### src/rtl/risc_v_multicycle_controller.sv
`default_nettype none
// ============================================================================
// risc_v_multicycle_controller : RV32I multicycle control FSM (shared ALU,
// unified memory). Rev 1.0
// ============================================================================
module risc_v_multicycle_controller #(
  parameter int unsigned TRAP_ON_ILLEGAL = 1,
  parameter int unsigned STATE_W         = 4
) (
  input  logic               clk,
  input  logic               reset,
  input  logic [6:0]         opcode,
  input  logic [2:0]         funct3,
  input  logic               funct7b5,
  input  logic               zero,
  output logic               pc_write,
  output logic               adr_src,
  output logic               mem_write,
  output logic               ir_write,
  output logic               reg_write,
  output logic [1:0]         result_src,
  output logic [1:0]         alu_src_a,
  output logic [1:0]         alu_src_b,
  output logic [2:0]         imm_src,
  output logic [3:0]         alu_control,
  output logic               instr_retired,
  output logic               illegal_instr,
  output logic [STATE_W-1:0] state
);

  localparam logic [3:0] S_FETCH    = 4'd0;
  localparam logic [3:0] S_DECODE   = 4'd1;
  localparam logic [3:0] S_MEMADR   = 4'd2;
  localparam logic [3:0] S_MEMREAD  = 4'd3;
  localparam logic [3:0] S_MEMWB    = 4'd4;
  localparam logic [3:0] S_MEMWRITE = 4'd5;
  localparam logic [3:0] S_EXEC_R   = 4'd6;
  localparam logic [3:0] S_EXEC_I   = 4'd7;
  localparam logic [3:0] S_ALUWB    = 4'd8;
  localparam logic [3:0] S_BRANCH   = 4'd9;
  localparam logic [3:0] S_JAL      = 4'd10;
  localparam logic [3:0] S_JALR_ADR = 4'd11;
  localparam logic [3:0] S_LUI      = 4'd12;
  localparam logic [3:0] S_AUIPC    = 4'd13;
  localparam logic [3:0] S_TRAP     = 4'd14;

  localparam logic [6:0] OP_LOAD   = 7'b0000011;
  localparam logic [6:0] OP_STORE  = 7'b0100011;
  localparam logic [6:0] OP_R      = 7'b0110011;
  localparam logic [6:0] OP_I      = 7'b0010011;
  localparam logic [6:0] OP_BRANCH = 7'b1100011;
  localparam logic [6:0] OP_JAL    = 7'b1101111;
  localparam logic [6:0] OP_JALR   = 7'b1100111;
  localparam logic [6:0] OP_LUI    = 7'b0110111;
  localparam logic [6:0] OP_AUIPC  = 7'b0010111;

  localparam logic [3:0] ALU_ADD  = 4'b0000;
  localparam logic [3:0] ALU_SUB  = 4'b0001;
  localparam logic [3:0] ALU_AND  = 4'b0010;
  localparam logic [3:0] ALU_OR   = 4'b0011;
  localparam logic [3:0] ALU_XOR  = 4'b0100;
  localparam logic [3:0] ALU_SLT  = 4'b0101;
  localparam logic [3:0] ALU_SLTU = 4'b0110;
  localparam logic [3:0] ALU_SLL  = 4'b0111;
  localparam logic [3:0] ALU_SRL  = 4'b1000;
  localparam logic [3:0] ALU_SRA  = 4'b1001;

  localparam logic [2:0] IMM_I = 3'b000;
  localparam logic [2:0] IMM_S = 3'b001;
  localparam logic [2:0] IMM_B = 3'b010;
  localparam logic [2:0] IMM_J = 3'b011;
  localparam logic [2:0] IMM_U = 3'b100;

  localparam logic [3:0] S_ILLEGAL_NEXT = (TRAP_ON_ILLEGAL != 0) ? S_TRAP : S_FETCH;

  logic [3:0] cur_state;
  logic [3:0] next_state;
  logic       legal_op;
  logic       branch_taken;
  logic       pc_write_raw;
  logic       mem_write_raw;
  logic       ir_write_raw;
  logic       reg_write_raw;
  logic       retired_raw;

  // Branch funct3 010/011 has no encoding in RV32I, so it counts as illegal.
  always_comb begin
    legal_op = 1'b0;
    case (opcode)
      OP_LOAD, OP_STORE, OP_R, OP_I, OP_JAL, OP_JALR, OP_LUI, OP_AUIPC:
        legal_op = 1'b1;
      OP_BRANCH: legal_op = (funct3[2:1] != 2'b01);
      default:   legal_op = 1'b0;
    endcase
  end

  always_ff @(posedge clk) begin
    if (reset) cur_state <= S_FETCH;
    else       cur_state <= next_state;
  end

  always_comb begin
    next_state = S_FETCH;
    case (cur_state)
      S_FETCH: next_state = S_DECODE;
      S_DECODE: begin
        if (!legal_op) begin
          next_state = S_ILLEGAL_NEXT;
        end else begin
          case (opcode)
            OP_LOAD, OP_STORE: next_state = S_MEMADR;
            OP_R:              next_state = S_EXEC_R;
            OP_I:              next_state = S_EXEC_I;
            OP_BRANCH:         next_state = S_BRANCH;
            OP_JAL:            next_state = S_JAL;
            OP_JALR:           next_state = S_JALR_ADR;
            OP_LUI:            next_state = S_LUI;
            OP_AUIPC:          next_state = S_AUIPC;
            default:           next_state = S_ILLEGAL_NEXT;
          endcase
        end
      end
      S_MEMADR:   next_state = (opcode == OP_STORE) ? S_MEMWRITE : S_MEMREAD;
      S_MEMREAD:  next_state = S_MEMWB;
      S_MEMWB:    next_state = S_FETCH;
      S_MEMWRITE: next_state = S_FETCH;
      S_EXEC_R:   next_state = S_ALUWB;
      S_EXEC_I:   next_state = S_ALUWB;
      S_LUI:      next_state = S_ALUWB;
      S_AUIPC:    next_state = S_ALUWB;
      S_ALUWB:    next_state = S_FETCH;
      S_BRANCH:   next_state = S_FETCH;
      S_JALR_ADR: next_state = S_JAL;
      S_JAL:      next_state = S_ALUWB;
      S_TRAP:     next_state = S_TRAP;
      default:    next_state = S_FETCH;
    endcase
  end

  // bge/bgeu are computed as slt/sltu: "not less than" shows up as zero.
  always_comb begin
    case (funct3)
      3'b000:  branch_taken = zero;
      3'b001:  branch_taken = ~zero;
      3'b100:  branch_taken = ~zero;
      3'b101:  branch_taken = zero;
      3'b110:  branch_taken = ~zero;
      3'b111:  branch_taken = zero;
      default: branch_taken = 1'b0;
    endcase
  end

  always_comb begin
    pc_write_raw  = 1'b0;
    adr_src       = 1'b0;
    mem_write_raw = 1'b0;
    ir_write_raw  = 1'b0;
    reg_write_raw = 1'b0;
    result_src    = 2'b00;
    alu_src_a     = 2'b00;
    alu_src_b     = 2'b00;
    alu_control   = ALU_ADD;
    retired_raw   = 1'b0;
    illegal_instr = 1'b0;
    imm_src       = IMM_I;

    case (opcode)
      OP_STORE:         imm_src = IMM_S;
      OP_BRANCH:        imm_src = IMM_B;
      OP_JAL:           imm_src = IMM_J;
      OP_LUI, OP_AUIPC: imm_src = IMM_U;
      default:          imm_src = IMM_I;
    endcase

    case (cur_state)
      S_FETCH: begin
        ir_write_raw = 1'b1;
        alu_src_b    = 2'b10;
        result_src   = 2'b10;
        pc_write_raw = 1'b1;
      end
      S_DECODE: begin
        alu_src_a   = 2'b01;
        alu_src_b   = 2'b01;
        retired_raw = !legal_op && (TRAP_ON_ILLEGAL == 0);
      end
      S_MEMADR: begin
        alu_src_a = 2'b10;
        alu_src_b = 2'b01;
      end
      S_MEMREAD: adr_src = 1'b1;
      S_MEMWB: begin
        result_src    = 2'b01;
        reg_write_raw = 1'b1;
        retired_raw   = 1'b1;
      end
      S_MEMWRITE: begin
        adr_src       = 1'b1;
        mem_write_raw = 1'b1;
        retired_raw   = 1'b1;
      end
      S_EXEC_R, S_EXEC_I: begin
        alu_src_a = 2'b10;
        alu_src_b = (cur_state == S_EXEC_I) ? 2'b01 : 2'b00;
        case (funct3)
          3'b000:  alu_control = (funct7b5 && opcode == OP_R && cur_state == S_EXEC_R)
                                 ? ALU_SUB : ALU_ADD;
          3'b001:  alu_control = ALU_SLL;
          3'b010:  alu_control = ALU_SLT;
          3'b011:  alu_control = ALU_SLTU;
          3'b100:  alu_control = ALU_XOR;
          3'b101:  alu_control = funct7b5 ? ALU_SRA : ALU_SRL;
          3'b110:  alu_control = ALU_OR;
          default: alu_control = ALU_AND;
        endcase
      end
      S_LUI: begin
        alu_src_a = 2'b11;
        alu_src_b = 2'b01;
      end
      S_AUIPC: begin
        alu_src_a = 2'b01;
        alu_src_b = 2'b01;
      end
      S_ALUWB: begin
        reg_write_raw = 1'b1;
        retired_raw   = 1'b1;
      end
      S_BRANCH: begin
        alu_src_a    = 2'b10;
        retired_raw  = 1'b1;
        pc_write_raw = branch_taken;
        case (funct3[2:1])
          2'b00:   alu_control = ALU_SUB;
          2'b10:   alu_control = ALU_SLT;
          2'b11:   alu_control = ALU_SLTU;
          default: alu_control = ALU_ADD;
        endcase
      end
      S_JALR_ADR: begin
        alu_src_a = 2'b10;
        alu_src_b = 2'b01;
      end
      S_JAL: begin
        alu_src_a    = 2'b01;
        alu_src_b    = 2'b10;
        pc_write_raw = 1'b1;
      end
      S_TRAP:  illegal_instr = 1'b1;
      default: ;
    endcase
  end

  // Architectural strobes are gated so nothing is written while reset is held.
  assign pc_write      = pc_write_raw  & ~reset;
  assign mem_write     = mem_write_raw & ~reset;
  assign ir_write      = ir_write_raw  & ~reset;
  assign reg_write     = reg_write_raw & ~reset;
  assign instr_retired = retired_raw   & ~reset;
  assign state         = STATE_W'(cur_state);

endmodule
`default_nettype wire

### config.mk
export PLATFORM = sky130hd
export DESIGN_NAME = risc_v_multicycle_controller
export DESIGN_NICKNAME = d
export VERILOG_FILES = /design/src/rtl/risc_v_multicycle_controller.sv
export SDC_FILE = /design/constraint.sdc
export NUM_CORES = 1
export LEC_CHECK = 0
export CAP_MARGIN = 30
export CORE_MARGIN = 4
export CORE_UTILIZATION = 43
export DETAILED_ROUTE_END_ITERATION = 10
export GPL_TIMING_DRIVEN = 0
export PLACE_DENSITY = 0.82
export SLEW_MARGIN = 0
export SYNTH_ARGS = -nofsm -noshare
export SYNTH_HDL_FRONTEND = slang
export SYNTH_SLANG_ARGS = --single-unit
### constraint.sdc
create_clock -name clk -period 3.6 [get_ports clk]
set_clock_uncertainty 0.05 [all_clocks]
set_input_delay 0.54 -clock clk [delete_from_list [all_inputs] [get_ports clk]]
set_output_delay 0.54 -clock clk [all_outputs]
set_load 0.03 [all_outputs]
==> summary.txt <==
Worst R2R Start = state[0]
Routed len/inst = 12.7 um
Critical Path Start = opcode[3]
Hold_buf cts = 0
Die area = 2590 um2
Synth Cell Area = 792 um2
Crit-path max cell delay = 0.70 ns
RePlAce Congestion = 0.907
Die W = 50.9 um
Synth Register Bits = 4
Period utilisation layout = 0.870
Total number of vias = 1016
CP arrival = 2.54 ns
Yosys warning count = 0
Worst skew pair latency = 0.24 ns
Cells along the critical path = clkdlybuf4s50_1 -> nand3b_1 -> nor2_1 -> a311oi_1 -> o22ai_1 -> clkdlybuf4s50_1
Max-Cap Viols = 0
Place WS = 0.475 ns
Post-synth EDFFs = 0
H-tree depth = 1
Core area = 1730 um2
Setup violators final = 0
Outcome = complete, no violations
Post-synthesis area per instance = 6.49 um2
Vias in the first global route = 908
Fin. Hold Viols = 0
Avg Vias per Cell = 5.52
Worst min path class = register to register
Worst vdd ir = 0.388 mV
Kind of critical path = input port to output port
Clock buffer depth = 2
Fmax = 319 MHz
Share of layout cells above drive strength 1 = 0.101
Post-cts sizing count = 0
Area Growth Syn to Fin = 49.8%
Global-route wire length before repair = 3840 um
Overflow left after global routing = 0
Req. time, crit path = 3.01 ns
Dpl hpwl = 1890 um
Tot GR Track Use = 0.184
Total wire length = 2330 um
Die H = 50.9 um
Post-synth net total = 136
Combinational power share = 0.845
Internal power = 412 uW
Part of the Yosys area used for sequential elements = 0.101
P_leak = 0.420 nW
Ports = 38
Clk root buf = clkbuf_4
Hold wc startpoint = state[1]
Pin count of the biggest net entering global routing = 11
Site Rows = 15
Yosys cell types = 42
Unrepaired setup endpoints after global routing = no
Setup TNS = 0 ns
Slew @ Worst Pin = 0.380 ns
Net count, final = 175
Most used cell, CP = clkdlybuf4s50_1
Port bufs = 34
Seq pwr share = 0.090
CTS tree = yes
Clock sink count = 4
Cells after Synth = 122
Net switching power = 486 uW
Pre-antenna DRT Iters = 4
Pwr dens = 757 nW/um2
Num CTS Buffers = 3
Relative slew margins = 0.747
Critical Path Sink Type = output port
Max-slew violation count = 0
Critical Path Fanout Max = 4
Startpoint Class = input port
Switching Fraction = 0.542
Min cycle time layout = 3.13 ns
Setup Buffers After CTS = 0
Setup ws final = 0.468 ns
Number of flip-flops in the largest register = 4
Diode count = 0
Ys async rst share = 0
DRC = 0
Initial Utilization = 0.459
Top FF cell, synth = dfxtp_1
Crit path max-delay cell type = clkdlybuf4s50_1
First DRT Iteration DRCs = 16
Clock transition at path regs = 0.04 ns
Initial antenna violation count = 0
Post-DRT Antenna Nets = 0
Clk pwr share = 0.065
==> path summary, 6_finish.rpt <==
| path | endpoint | slack (ns) | cells after the start |
|---|---|---|---|
| min | state[3] | 0.66 | 3 |
| max reg2reg | state[3] | 2.07 | 5 |
| min reg2reg | state[3] | 0.66 | 3 |
| max | alu_control[0] | 0.47 | 6 |
==> cell usage in the layout (no fill, tap or decap), types with 4 or more instances in the layout <==
cell type and n:
nand2_1 11, clkdlybuf4s50_1 34, nor3_1 8, buf_2 6
o21ai_0 9, nor2_1 12, inv_1 7, nand2b_1 6
dfxtp_1 4, a21oi_1 5
==> through the flow <==
| step | area (um2) | hold WS, ns | util | cells | power, mW |
|---|---|---|---|---|---|
| after floorplan | 792 | 0.563 | - | 122 | 0.582 |
| after global placement | 1160 | 0.646 | 0.674 | 181 | 0.832 |
| after detailed placement | 1160 | 0.655 | 0.674 | 181 | 0.843 |
| after CTS | 1190 | 0.658 | 0.687 | 184 | 0.901 |
| after global routing | 1190 | 0.702 | 0.687 | 184 | 0.958 |
| final | 1190 | 0.657 | 0.687 | 184 | 0.898 |
==> layer usage <==
metal,wire [um],GRT usage,part of all wire,vias up
met5,0,0,0,-
met4,21,0.0404,0.0090,0
met3,121,0.0466,0.052,4
met2,1130,0.333,0.49,32
met1,1050,0.216,0.45,461
li1,-,-,-,519
==> kinds of logic (layout without fill, tap and decap cells) <==
logic type / after synthesis / count (layout) / synth area share
flip-flops: 4 / 4 / 0.101
multiplexers: 1 / 1 / 0.0142
AND/OR/NAND/NOR: 61 / 61 / 0.431
buffers and inverters: 17 / 54 / 0.109
XOR/XNOR: 6 / 6 / 0.0664
AO/OA/AOI/OAI: 33 / 33 / 0.278
==> power by group through the flow <==
| stage | Combinational [mW] | Sequential, mW | Clock (mW) |
|---|---|---|---|
| 2_1_floorplan | 0.467 | 0.115 | 0 |
| 3_3_place_gp | 0.752 | 0.0796 | 0 |
| 3_5_place_dp | 0.761 | 0.0816 | 0 |
| 4_1_cts | 0.762 | 0.0809 | 0.0590 |
| 5_1_grt | 0.809 | 0.0835 | 0.0656 |
| 6_report | 0.759 | 0.0807 | 0.0584 |
==> Yosys cell counts (all sizes together) (3+ instances only) <==
cell type,instances,share of area
buf,8,0.066
nor4,3,0.024
nor2b,3,0.024
nor2,13,0.065
xor2,3,0.033
xnor2,3,0.033
nand3b,3,0.028
o21ai,10,0.063
nand2,11,0.052
o31ai,3,0.028
a21oi,5,0.032
nand2b,6,0.047
a311oi,3,0.033
inv,7,0.033
nor3,8,0.051
dfxtp,4,0.10
==> critical path, delay by kind of cell <==
| family | cells | cell delay [ns] |
|---|---|---|
| compound gates | 2 | 0.32 |
| buf+inv | 2 | 1.16 |
| simple gates | 2 | 0.53 |
==> final cells by class <==
class	count	area (um2)
buffer	10	60.1
clock buffer	3	22.5
fill	159	541
inverter	7	26.3
multi-input combinational	101	626
sequential	4	80.1
tap	25	31.3
timing repair buffer	34	340
Note: power is estimated with default switching activity, not from simulation.
